### src/rtl/spi_pwm_config_regs_if.sv
// SPI pad bundle between a bus master and the PWM configuration target.
// The target only listens: write-only, no return data and no backpressure.
interface spi_pwm_config_regs_if;
  logic sclk;
  logic copi;
  logic ncs;

  modport master (output sclk, output copi, output ncs);
  modport slave  (input  sclk, input  copi, input  ncs);
endinterface

### src/rtl/spi_pwm_config_regs.sv
// SPI mode-0 write-only target owning the PWM config registers; commit lands SYNC_STAGES+1 clks
// after ncs is first sampled high. No backpressure: SPI master is free-running, bad frames pulse frame_err.
module spi_pwm_config_regs #(
  parameter int SYNC_STAGES = 2,
  parameter int MAX_ADDR    = 8
) (
  input  logic                    clk,
  input  logic                    rst_n,
  spi_pwm_config_regs_if.slave    spi,
  output logic [7:0]              reg_en_out,
  output logic [7:0]              reg_en_pwm_out,
  output logic [7:0]              reg_out_3_0_pwm_chanel,
  output logic [7:0]              reg_out_7_4_pwm_chanel,
  output logic [7:0]              reg_pwm_gen_1_duty_cycle,
  output logic [7:0]              reg_pwm_gen_2_duty_cycle,
  output logic [7:0]              reg_pwm_gen_3_duty_cycle,
  output logic [7:0]              reg_pwm_gen_4_duty_cycle,
  output logic [3:0]              reg_pwm_frequency_divider,
  output logic                    cfg_update,
  output logic                    frame_err
);

  localparam logic [6:0] MAX_A = 7'(MAX_ADDR);

  typedef struct packed {
    logic [7:0] en_out;
    logic [7:0] en_pwm;
    logic [7:0] chan_3_0;
    logic [7:0] chan_7_4;
    logic [7:0] duty1;
    logic [7:0] duty2;
    logic [7:0] duty3;
    logic [7:0] duty4;
    logic [3:0] freq_div;
  } cfg_t;

  typedef enum logic {IDLE, SHIFT} state_t;

  cfg_t                   cfg;
  state_t                 state;
  logic [SYNC_STAGES-1:0] sclk_sync, copi_sync, ncs_sync;
  logic                   sclk_hist, ncs_hist;
  logic [15:0]            shift_q, shift_nxt;
  logic [4:0]             cnt_q, cnt_nxt;
  logic                   sclk_s, copi_s, ncs_s;
  logic                   sclk_rise, ncs_fall, ncs_rise;
  logic                   frame_ok;

  // Idle pad levels: clock low, chip select released.
  always_ff @(posedge clk or negedge rst_n) begin
    if (!rst_n) begin
      sclk_sync <= '0;
      copi_sync <= '0;
      ncs_sync  <= '1;
      sclk_hist <= 1'b0;
      ncs_hist  <= 1'b1;
    end else begin
      sclk_sync <= {sclk_sync[SYNC_STAGES-2:0], spi.sclk};
      copi_sync <= {copi_sync[SYNC_STAGES-2:0], spi.copi};
      ncs_sync  <= {ncs_sync[SYNC_STAGES-2:0], spi.ncs};
      sclk_hist <= sclk_sync[SYNC_STAGES-1];
      ncs_hist  <= ncs_sync[SYNC_STAGES-1];
    end
  end

  assign sclk_s    = sclk_sync[SYNC_STAGES-1];
  assign copi_s    = copi_sync[SYNC_STAGES-1];
  assign ncs_s     = ncs_sync[SYNC_STAGES-1];
  assign sclk_rise = sclk_s & ~sclk_hist;
  assign ncs_fall  = ~ncs_s & ncs_hist;
  assign ncs_rise  = ncs_s & ~ncs_hist;

  // A bit arriving in the same sample as ncs release still belongs to the frame being judged.
  always_comb begin
    shift_nxt = shift_q;
    cnt_nxt   = cnt_q;
    if (sclk_rise) begin
      shift_nxt = {shift_q[14:0], copi_s};
      if (cnt_q != 5'd17) cnt_nxt = cnt_q + 5'd1;
    end
  end

  assign frame_ok = (cnt_nxt == 5'd16) && shift_nxt[15] && (shift_nxt[14:8] <= MAX_A);

  always_ff @(posedge clk or negedge rst_n) begin
    if (!rst_n) begin
      state      <= IDLE;
      shift_q    <= '0;
      cnt_q      <= '0;
      cfg        <= '0;
      cfg_update <= 1'b0;
      frame_err  <= 1'b0;
    end else begin
      cfg_update <= 1'b0;
      frame_err  <= 1'b0;
      case (state)
        IDLE: begin
          if (ncs_fall) begin
            state   <= SHIFT;
            shift_q <= '0;
            cnt_q   <= '0;
          end
        end
        SHIFT: begin
          shift_q <= shift_nxt;
          cnt_q   <= cnt_nxt;
          if (ncs_rise) begin
            state <= IDLE;
            if (frame_ok) begin
              cfg_update <= 1'b1;
              case (shift_nxt[14:8])
                7'h00:   cfg.en_out   <= shift_nxt[7:0];
                7'h01:   cfg.en_pwm   <= shift_nxt[7:0];
                7'h02:   cfg.chan_3_0 <= shift_nxt[7:0];
                7'h03:   cfg.chan_7_4 <= shift_nxt[7:0];
                7'h04:   cfg.duty1    <= shift_nxt[7:0];
                7'h05:   cfg.duty2    <= shift_nxt[7:0];
                7'h06:   cfg.duty3    <= shift_nxt[7:0];
                7'h07:   cfg.duty4    <= shift_nxt[7:0];
                7'h08:   cfg.freq_div <= shift_nxt[3:0];
                default: ;
              endcase
            end else begin
              frame_err <= 1'b1;
            end
          end
        end
        default: state <= IDLE;
      endcase
    end
  end

  assign reg_en_out                = cfg.en_out;
  assign reg_en_pwm_out            = cfg.en_pwm;
  assign reg_out_3_0_pwm_chanel    = cfg.chan_3_0;
  assign reg_out_7_4_pwm_chanel    = cfg.chan_7_4;
  assign reg_pwm_gen_1_duty_cycle  = cfg.duty1;
  assign reg_pwm_gen_2_duty_cycle  = cfg.duty2;
  assign reg_pwm_gen_3_duty_cycle  = cfg.duty3;
  assign reg_pwm_gen_4_duty_cycle  = cfg.duty4;
  assign reg_pwm_frequency_divider = cfg.freq_div;

endmodule
### src/flat_wrapper.sv
// flat-port wrapper written by rule: the top's interface ports become plain ports
module spi_pwm_config_regs_flat 
#(
  parameter int SYNC_STAGES = 2,
  parameter int MAX_ADDR    = 8
)
  (clk, rst_n, reg_en_out, reg_en_pwm_out, reg_out_3_0_pwm_chanel, reg_out_7_4_pwm_chanel, reg_pwm_gen_1_duty_cycle, reg_pwm_gen_2_duty_cycle, reg_pwm_gen_3_duty_cycle, reg_pwm_gen_4_duty_cycle, reg_pwm_frequency_divider, cfg_update, frame_err, spi_sclk, spi_copi, spi_ncs);
  spi_pwm_config_regs_if spi_i ();
  input  logic clk;
  input  logic rst_n;
  output logic [7:0] reg_en_out;
  output logic [7:0] reg_en_pwm_out;
  output logic [7:0] reg_out_3_0_pwm_chanel;
  output logic [7:0] reg_out_7_4_pwm_chanel;
  output logic [7:0] reg_pwm_gen_1_duty_cycle;
  output logic [7:0] reg_pwm_gen_2_duty_cycle;
  output logic [7:0] reg_pwm_gen_3_duty_cycle;
  output logic [7:0] reg_pwm_gen_4_duty_cycle;
  output logic [3:0] reg_pwm_frequency_divider;
  output logic cfg_update;
  output logic frame_err;
  input wire logic [$bits(spi_i.sclk)-1:0] spi_sclk;
  input wire logic [$bits(spi_i.copi)-1:0] spi_copi;
  input wire logic [$bits(spi_i.ncs)-1:0] spi_ncs;
  assign spi_i.sclk = spi_sclk;
  assign spi_i.copi = spi_copi;
  assign spi_i.ncs = spi_ncs;
  spi_pwm_config_regs #(.SYNC_STAGES(SYNC_STAGES), .MAX_ADDR(MAX_ADDR)) u_core (.clk(clk), .rst_n(rst_n), .spi(spi_i), .reg_en_out(reg_en_out), .reg_en_pwm_out(reg_en_pwm_out), .reg_out_3_0_pwm_chanel(reg_out_3_0_pwm_chanel), .reg_out_7_4_pwm_chanel(reg_out_7_4_pwm_chanel), .reg_pwm_gen_1_duty_cycle(reg_pwm_gen_1_duty_cycle), .reg_pwm_gen_2_duty_cycle(reg_pwm_gen_2_duty_cycle), .reg_pwm_gen_3_duty_cycle(reg_pwm_gen_3_duty_cycle), .reg_pwm_gen_4_duty_cycle(reg_pwm_gen_4_duty_cycle), .reg_pwm_frequency_divider(reg_pwm_frequency_divider), .cfg_update(cfg_update), .frame_err(frame_err));
endmodule
### config.mk
export PLATFORM = sky130hd
export DESIGN_NAME = spi_pwm_config_regs_flat
export DESIGN_NICKNAME = d
export VERILOG_FILES = /design/src/rtl/spi_pwm_config_regs_if.sv /design/src/rtl/spi_pwm_config_regs.sv /design/src/flat_wrapper.sv
export SDC_FILE = /design/constraint.sdc
export NUM_CORES = 1
export LEC_CHECK = 0
export CAP_MARGIN = 0
export CORE_MARGIN = 3
export CORE_UTILIZATION = 47
export CTS_CLUSTER_SIZE = 8
export DETAILED_ROUTE_END_ITERATION = 12
export PLACE_DENSITY = 0.8
export SYNTH_ARGS = -nofsm -noshare
export SYNTH_HDL_FRONTEND = slang
export SYNTH_SLANG_ARGS = --single-unit
### constraint.sdc
create_clock -name clk -period 2.4 [get_ports clk]
set_clock_uncertainty 0.05 [all_clocks]
set_input_delay 0.24 -clock clk [delete_from_list [all_inputs] [get_ports clk]]
set_output_delay 0.24 -clock clk [all_outputs]
set_load 0.005 [all_outputs]
==> reports/results.tsv, run 1 <==
stage	metric	value	unit
power_and_ir_drop	logic gate share of total power	6.7	%
sta	worst slew pin tran	0.485	ns
logic_synthesis	most frequent cell after synthesis	dfrtp_1	
logic_synthesis	most frequent cells after synthesis	dfrtp_1, mux2_2, nand2_1	
critical_path	Worst Setup SP	u_core.sclk_sync[1]	
routing	1st-pass router iterations	4	
logic_synthesis	synthesized cell area	4320	um^2
place	# port buffers	74	
critical_path	Worst setup SP type	flop	
clock_tree	H-tree depth	3	
power_and_ir_drop	Net Sw Power	0.741	mW
sta	fin crit share	101	%
critical_path	R2R Path Start	u_core.sclk_sync[1]	
cells_and_area	P&R area growth vs syn	29.0	%
run	Max-cap violations	0	
grt	first-pass GRT wire length	15700	um
place	Placed Area	5240	um^2
power_and_ir_drop	Switching Fraction	23.8	%
clock_tree	CTS tree	built	
critical_path	crit-path max FO	8	
power_and_ir_drop	total power	3.11	mW
run_status	violated checks	negative setup slack	
grt	Total GRT Usage	19.8	%
logic_synthesis	Async S/R FF share, synth	100	%
die	Starting Density	49.0	%
logic_synthesis	syn nets	329	
critical_path	Reg2Reg Depth	6	
critical_path	capturing point of the worst reg2reg path	u_core.reg_en_out[1]	
critical_path	required time of the worst setup path	2.59	ns
cells_and_area	register area	2510	um^2
die	die height	102	um
grt	initial antenna violation count	0	
grt	largest net degree at the start of global routing	65	
logic_synthesis	FF+latch count, synth	100	
critical_path	critical setup path kind	flop to flop	
logic_synthesis	top-area cell type share of the netlist area	56.2	%
logic_synthesis	synthesized area per cell	13.4	um^2
logic_synthesis	largest area contributor in the netlist	dfrtp_1	
logic_synthesis	Synth Instances	322	
power_and_ir_drop	Peak VDD IR	0.358	mV
routing	Routed Wire Length	9600	um
sta	worst setup margin	-0.0147	ns
clock_tree	CTS buffer count	9	
critical_path	CP Data Arrival Time	2.60	ns
critical_path	critical path capture point type	flop	
routing	drt drc	0	
clock_tree	Root Driver	clkbuf_8	
sta	Final Critical Period	2.41	ns
critical_path	Worst Setup EP	u_core.reg_en_out[1]	
place	GPL Wtd Cong	0.858	
logic_synthesis	EDFF count, synth	0	
routing	Initial DRC Count	109	
power_and_ir_drop	internal power	2.37	mW
routing	Final ANT Viol Nets	0	
clock_tree	Max Buffers Root-to-Sink	2	
clock_tree	Clk pin slew, worst setup/hold paths	0.10	ns
cells_and_area	Final Cell Area	5570	um^2
routing	Vias/cell	5.59	
sta	maximum clock rate	0.414	GHz
sta	Final setup viols	1	
grt	GRT Max-Usage Layer	met2	
cells_and_area	ratio of cells with drive above 1 in the final layout	30.5	%
cells_and_area	area occupied by multi-input gates	1800	um^2
routing	via count	2928	
power_and_ir_drop	Flop pwr share	55.9	%
cells_and_area	Layout Nets	419	
sta	Pins Over Slew Limit	0	
logic_synthesis	Synthesis Warnings	0	
sta	RSZ-0062 raised after global routing	yes	
die	die area	10400	um^2
grt	met2 GRT Util	31.6	%
logic_synthesis	Synth Flop Type	dfrtp_1	
sta	Slew HR	67.6	%
die	chip width	102	um
cells_and_area	number of fill cells	660	
grt	vias in the first global route	3031	
clock_tree	clk sinks	100	
critical_path	reg2reg setup slack	-0.01	ns
power_and_ir_drop	clock power share	37.4	%
place	pre-CTS setup slack	-0.0237	ns
grt	Overflow after GRT	0	
hold_path	HP Class	input port to flop	
die	I/O pin count	75	
logic_synthesis	synth top area cells	dfrtp_1, mux2_2, nand2_1, a22o_1, dfstp_2	
sta	Final Hold Fails	0	
run_status	outcome	finished with violations	
sta	setup_tns	-0.0147	ns
die	FP Rows	34	
routing	DR WL/cell	18.3	um
logic_synthesis	Netlist cell types	48	
grt	met1 usage	25.7	%
cells_and_area	diode count	0	
grt	met3 Use GR	6.14	%
power_and_ir_drop	leakage dissipation	2.58	nW
place	dpl hpwl	6460	um
logic_synthesis	proportion of synthesized chip area in sequential cells	58.1	%
die	Core Footprint	8810	um^2
power_and_ir_drop	PD cells	558	nW/um^2
clock_tree	worst skew pair latency	0.36	ns
-- timing repair --
action,CTS,global route
pin swaps,3,6
hold buffers,1,0
endpoints found under the setup margin,45,68
setup buffers,1,1
cloned,0,1
hold endpoints to repair,34,0
gates resized for setup,3,14
-- worst min-delay path by stage --
stage / startpoint / endpoint / slack (ns) / depth (start not counted)
after floorplan: rst_n / u_core.cfg_update / -0.11 / 0
after global placement: rst_n / u_core.copi_sync[0] / 0.17 / 1
after detailed placement: rst_n / u_core.copi_sync[0] / 0.18 / 1
after CTS: spi_ncs / u_core.ncs_sync[0] / 0.21 / 1
after global routing: spi_ncs / u_core.ncs_sync[0] / 0.21 / 1
final: spi_ncs / u_core.ncs_sync[0] / 0.24 / 1
-- cell type report --
type / count / area share (%)
multi-input cells: 204 / 32.3
well taps: 108 / 2.43
flip-flops and latches: 100 / 45.0
clock buffers: 10 / 2.29
inverters: 5 / 0.337
repair buffers: 92 / 16.1
clock inverters: 5 / 1.55
-- per-layer routing --
layer  up-vias  part of all wire, %
met4         0                  1.7
met1      1487                   43
met2        87                   49
li1       1342                    -
met5         -                    0
met3        12                  6.1
-- power by group through the flow --
stage	logic, mW	clock network (mW)	registers [mW]
floorplan	0.107	0	1.77
global placement	0.203	0	1.77
detailed placement	0.205	0	1.77
CTS	0.208	1.19	1.74
global route	0.231	1.26	1.74
finish	0.208	1.16	1.74
-- worst max-delay path, stage by stage (launching register included) --
cell	delay, ns
dfrtp_2	0.47
and3b_1	0.23
a2111oi_4	0.33
nand3_4	0.22
nor4b_4	0.37
nand4_4	0.25
mux2_4	0.36
-- sequential cells by signal, indices dropped and copies added, names as in the netlist --
name,count
u_core.reg_en_out,8
u_core.shift_q,16
u_core.reg_pwm_gen_1_duty_cycle,8
u_core.ncs_sync,2
u_core.frame_err,1
u_core.state,1
u_core.sclk_hist,1
u_core.reg_pwm_gen_4_duty_cycle,8
u_core.reg_out_7_4_pwm_chanel,8
u_core.ncs_hist,1
u_core.cfg_update,1
u_core.reg_out_3_0_pwm_chanel,8
u_core.reg_pwm_gen_3_duty_cycle,8
u_core.reg_pwm_frequency_divider,4
u_core.sclk_sync,2
u_core.reg_pwm_gen_2_duty_cycle,8
u_core.cnt_q,5
u_core.reg_en_pwm_out,8
u_core.copi_sync,2
-- cells by family (layout without fill, tap and decap cells) --
| logic type | Yosys count | count (layout) | synth area share, % |
|---|---|---|---|
| mux | 70 | 70 | 18.3 |
| simple gates | 89 | 89 | 13.5 |
| fa+ha+maj | 2 | 2 | 0.580 |
| flops | 100 | 100 | 58.1 |
| xor+xnor | 3 | 3 | 0.609 |
| buf+inv | 18 | 112 | 2.00 |
| compound gates | 40 | 40 | 6.96 |
-- cells in the final DEF (no fill, tap or decap), types with 2 or more instances in the layout --
| cell | Yosys | final |
|---|---|---|
| o22a_1 | 3 | 3 |
| mux2_4 | 1 | 2 |
| a22oi_1 | 2 | 2 |
| bufinv_16 | 0 | 2 |
| buf_6 | 1 | 2 |
| clkbuf_8 | 0 | 9 |
| clkdlybuf4s50_1 | 0 | 73 |
| and3b_1 | 2 | 2 |
| a21oi_1 | 8 | 8 |
| nor2_1 | 5 | 4 |
| a22o_1 | 13 | 13 |
| nand3_1 | 2 | 2 |
| mux2_2 | 67 | 66 |
| nand4bb_1 | 2 | 2 |
| nor3b_2 | 3 | 4 |
| nand2_1 | 45 | 45 |
| dfrtp_1 | 97 | 96 |
| o22ai_1 | 2 | 2 |
| ha_1 | 2 | 2 |
| dfstp_2 | 3 | 3 |
| and3_1 | 2 | 2 |
| clkinvlp_4 | 0 | 2 |
| nor2b_1 | 2 | 2 |
| nand4_4 | 2 | 8 |
| nor3_1 | 5 | 5 |
| buf_4 | 1 | 15 |
| xnor2_1 | 2 | 2 |
| inv_1 | 5 | 5 |
| mux2i_1 | 2 | 2 |
| o21ai_0 | 8 | 8 |
| nand4_1 | 2 | 2 |
-- through the flow --
stage	instances	util [%]	hold slack, ns
2_1_floorplan	322	-	-0.106
6_report	524	63.2	0.238
3_5_place_dp	505	59.5	0.179
3_3_place_gp	505	59.5	0.174
5_1_grt	524	63.2	0.214
4_1_cts	522	62.3	0.214
Power figures use the tool's default switching activity.
==> run 2, diff against run 1 <==
--- a/config.mk
+++ b/config.mk
@@ -7,10 +7,11 @@
 export LEC_CHECK = 0
 export CAP_MARGIN = 0
 export CORE_MARGIN = 3
-export CORE_UTILIZATION = 47
+export CORE_UTILIZATION = 57
 export CTS_CLUSTER_SIZE = 8
 export DETAILED_ROUTE_END_ITERATION = 12
-export PLACE_DENSITY = 0.8
+export PLACE_DENSITY = 0.9
+export SKIP_LAST_GASP = 1
 export SYNTH_ARGS = -nofsm -noshare
 export SYNTH_HDL_FRONTEND = slang
 export SYNTH_SLANG_ARGS = --single-unit
==> constraint.sdc (replaced) <==
create_clock -name clk -period 2.8 [get_ports clk]
set_clock_uncertainty 0.05 [all_clocks]
set_input_delay 0.28 -clock clk [delete_from_list [all_inputs] [get_ports clk]]
set_output_delay 0.28 -clock clk [all_outputs]
set_load 0.005 [all_outputs]
==> run 2 against run 1 <==
Against the previous run:
- the flow now finishes without violations
- setup slack improved by 0.23 ns
- first-iteration DRC count increased by 100%
- sequential share of layout area increased by 0.98 points
- global-route usage increased by 4.4 points
- hold slack improved by 0.043 ns
- via count increased by 1.1%
==> reports/results.tsv, run 2 (same netlist as run 1, synthesis figures left out) <==
stage	metric	value	unit	change
run	Max-cap violations	0		unchanged
critical_path	R2R Path Start	u_core.sclk_hist		
sta	Fin Hold WS	0.281	ns	+0.0428 ns
power_and_ir_drop	logic gate share of total power	6.0	%	-0.7 points
critical_path	critical setup path kind	flop to flop		
cells_and_area	Reg with most FFs	u_core.shift_q		
cells_and_area	P&R area growth vs syn	26.2	%	
sta	Final setup viols	0		-1
clock_tree	CTS buffer count	9		unchanged
routing	drt drc	0		unchanged
clock_tree	CTS tree	built		
sta	Final Critical Period	2.59	ns	+0.172 ns
die	Starting Density	59.2	%	+10 points
routing	1st-pass router iterations	4		unchanged
critical_path	critical path capture point type	flop		
power_and_ir_drop	PD cells	508	nW/um^2	-8.9%
clock_tree	Max Buffers Root-to-Sink	2		unchanged
cells_and_area	max FFs per register	16		unchanged
die	die area	8650	um^2	-17%
sta	RSZ-0062 raised after global routing	no		
die	Core Footprint	7290	um^2	-17%
cells_and_area	number of fill cells	503		-24%
critical_path	capturing point of the worst reg2reg path	u_core.reg_out_7_4_pwm_chanel[1]		
clock_tree	post-CTS setup repair buffer count	0		-1
routing	Vias/cell	5.84		+4.5%
critical_path	reg2reg setup slack	0.21	ns	+0.23 ns
hold_path	HP Class	input port to flop		
run_status	outcome	finished clean		
power_and_ir_drop	clock power share	40.0	%	+2.6 points
critical_path	CP Data Arrival Time	2.78	ns	+0.18 ns
critical_path	Worst setup SP type	flop		
clock_tree	worst skew pair latency	0.35	ns	about the same
place	# port buffers	74		unchanged
grt	Overflow after GRT	0		unchanged
critical_path	required time of the worst setup path	2.99	ns	+0.40 ns
sta	Slew HR	43.7	%	-24 points
power_and_ir_drop	Net Sw Power	0.634	mW	-14%
cells_and_area	fin cells	507		-3.2%
sta	worst slew pin tran	0.844	ns	+0.359 ns
place	placed cell count	491		-2.8%
hold_path	worst hold stages	1		unchanged
clock_tree	Root Driver	clkbuf_8		
clock_tree	Clk pin slew, worst setup/hold paths	0.09	ns	about the same
cells_and_area	ratio of cells with drive above 1 in the final layout	27.9	%	-2.6 points
grt	first-pass GRT wire length	16100	um	+2.3%
place	GPL Wtd Cong	0.873		+1.8%
sta	Final Hold Fails	0		unchanged
power_and_ir_drop	Peak VDD IR	0.350	mV	-2.1%
die	die height	93.0	um	-8.7%
sta	fin crit share	92.4	%	-8.2 points
cells_and_area	Layout Nets	411		-1.9%
place	dpl hpwl	6730	um	+4.2%
routing	Routed Wire Length	9850	um	+2.5%
die	FP Rows	31		-8.8%
routing	via count	2960		+1.1%
critical_path	critical path, cell by cell	nand2b_1 > buf_4 > and2_1 > nor3b_1 > and3_1 > nand4_2 > mux2_2		
grt	initial antenna violation count	0		unchanged
hold_path	Hold Startpoint	spi_ncs		
cells_and_area	most frequent cells in the layout	dfrtp_1, clkdlybuf4s50_1, mux2_2		
cells_and_area	commonest non-fill, non-tap cell in the layout	dfrtp_1		
critical_path	crit-path max FO	18		+10
clock_tree	H-tree depth	3		unchanged
critical_path	Worst Setup SP	u_core.sclk_hist		
power_and_ir_drop	Flop pwr share	54.1	%	-1.8 points
power_and_ir_drop	internal power	2.13	mW	-9.8%
routing	Final ANT Viol Nets	0		unchanged
grt	vias in the first global route	3109		+2.6%
cells_and_area	diode count	0		unchanged
routing	Initial DRC Count	219		+100%
hold_path	Worst Hold End	u_core.ncs_sync[0]		
critical_path	Reg2Reg Depth	7		+1
sta	Pins Over Slew Limit	0		unchanged
die	I/O pin count	75		unchanged
power_and_ir_drop	Switching Fraction	22.9	%	-0.93 points
grt	Total GRT Usage	24.2	%	+4.4 points
sta	setup_tns	0	ns	+0.0147 ns
grt	largest net degree at the start of global routing	67		+3.1%
critical_path	cell at the slowest stage of the critical path	nor3b_1		
die	chip width	93.0	um	-8.7%
critical_path	slowest stage delay, CP	0.45	ns	-0.02 ns
sta	maximum clock rate	0.387	GHz	-6.7%
clock_tree	clk sinks	100		unchanged
power_and_ir_drop	leakage dissipation	2.59	nW	+0.63%
routing	DR WL/cell	19.4	um	+6.0%
[run 2: cell count changes in the layout (fill, tap and decap cells not counted), moves of 2 or more]
cell     previous run  this run
nand4_2             0         6
buf_4              15         9
buf_6               2         0
nand4_4             8         2
[run 2: stage by stage]
step / utilization (%) / power [mW] / setup WS, ns / cell area [um^2]
2_1_floorplan: - / 1.60 / 0.530 / 4320
3_3_place_gp: 71.2 / 1.68 / 0.234 / 5190
3_5_place_dp: 71.2 / 1.69 / 0.265 / 5190
4_1_cts: 74.7 / 2.78 / 0.240 / 5450
5_1_grt: 74.7 / 2.86 / 0.0534 / 5450
6_report: 74.7 / 2.77 / 0.213 / 5450
[run 2: worst max-delay path: cells and delay by family (launching register included)]
| kind | cells | cell delay [ns] |
|---|---|---|
| AND/OR/NAND/NOR | 5 | 1.40 |
| flip-flops | 1 | 0.42 |
| multiplexers | 1 | 0.37 |
| buffers and inverters | 1 | 0.22 |
[run 2: area by class of cell]
type / count / area, um^2 / area share (%)
clock inverter: 5 / 109 / 2.00
tap: 99 / 124 / 2.27
multi-input combinational: 204 / 1720 / 31.6
clock buffer: 10 / 138 / 2.53
timing repair buffer: 84 / 828 / 15.2
inverter: 5 / 18.8 / 0.345
sequential: 100 / 2510 / 46.0
[run 2: power by group through the flow]
stage	sequential [mW]	combinational [mW]	clock (mW)
2_1_floorplan	1.51	0.0915	0
3_3_place_gp	1.52	0.160	0
3_5_place_dp	1.53	0.165	0
4_1_cts	1.50	0.168	1.12
5_1_grt	1.50	0.184	1.17
6_report	1.50	0.165	1.11
[run 2: metal layers]
metal	global-route usage, %	vias to the layer above	routed length (um)
met5	0	-	0
met4	12.1	0	242
met3	4.26	20	574
met2	39.5	101	5090
met1	31.2	1505	3940
li1	-	1334	-
[run 2: how the worst max path moves through the flow]
stage,to
4_1_cts,u_core.reg_out_3_0_pwm_chanel[0]
5_1_grt,u_core.reg_out_3_0_pwm_chanel[0]
3_3_place_gp,u_core.reg_out_3_0_pwm_chanel[2]
3_5_place_dp,u_core.reg_out_3_0_pwm_chanel[5]
6_report,u_core.reg_out_7_4_pwm_chanel[1]
2_1_floorplan,u_core.reg_pwm_gen_1_duty_cycle[7]
[run 2: timing repair]
action                                 CTS  global route
endpoints found under the hold margin    4             0
hold buffers                             1             0
resized for setup                        0             0
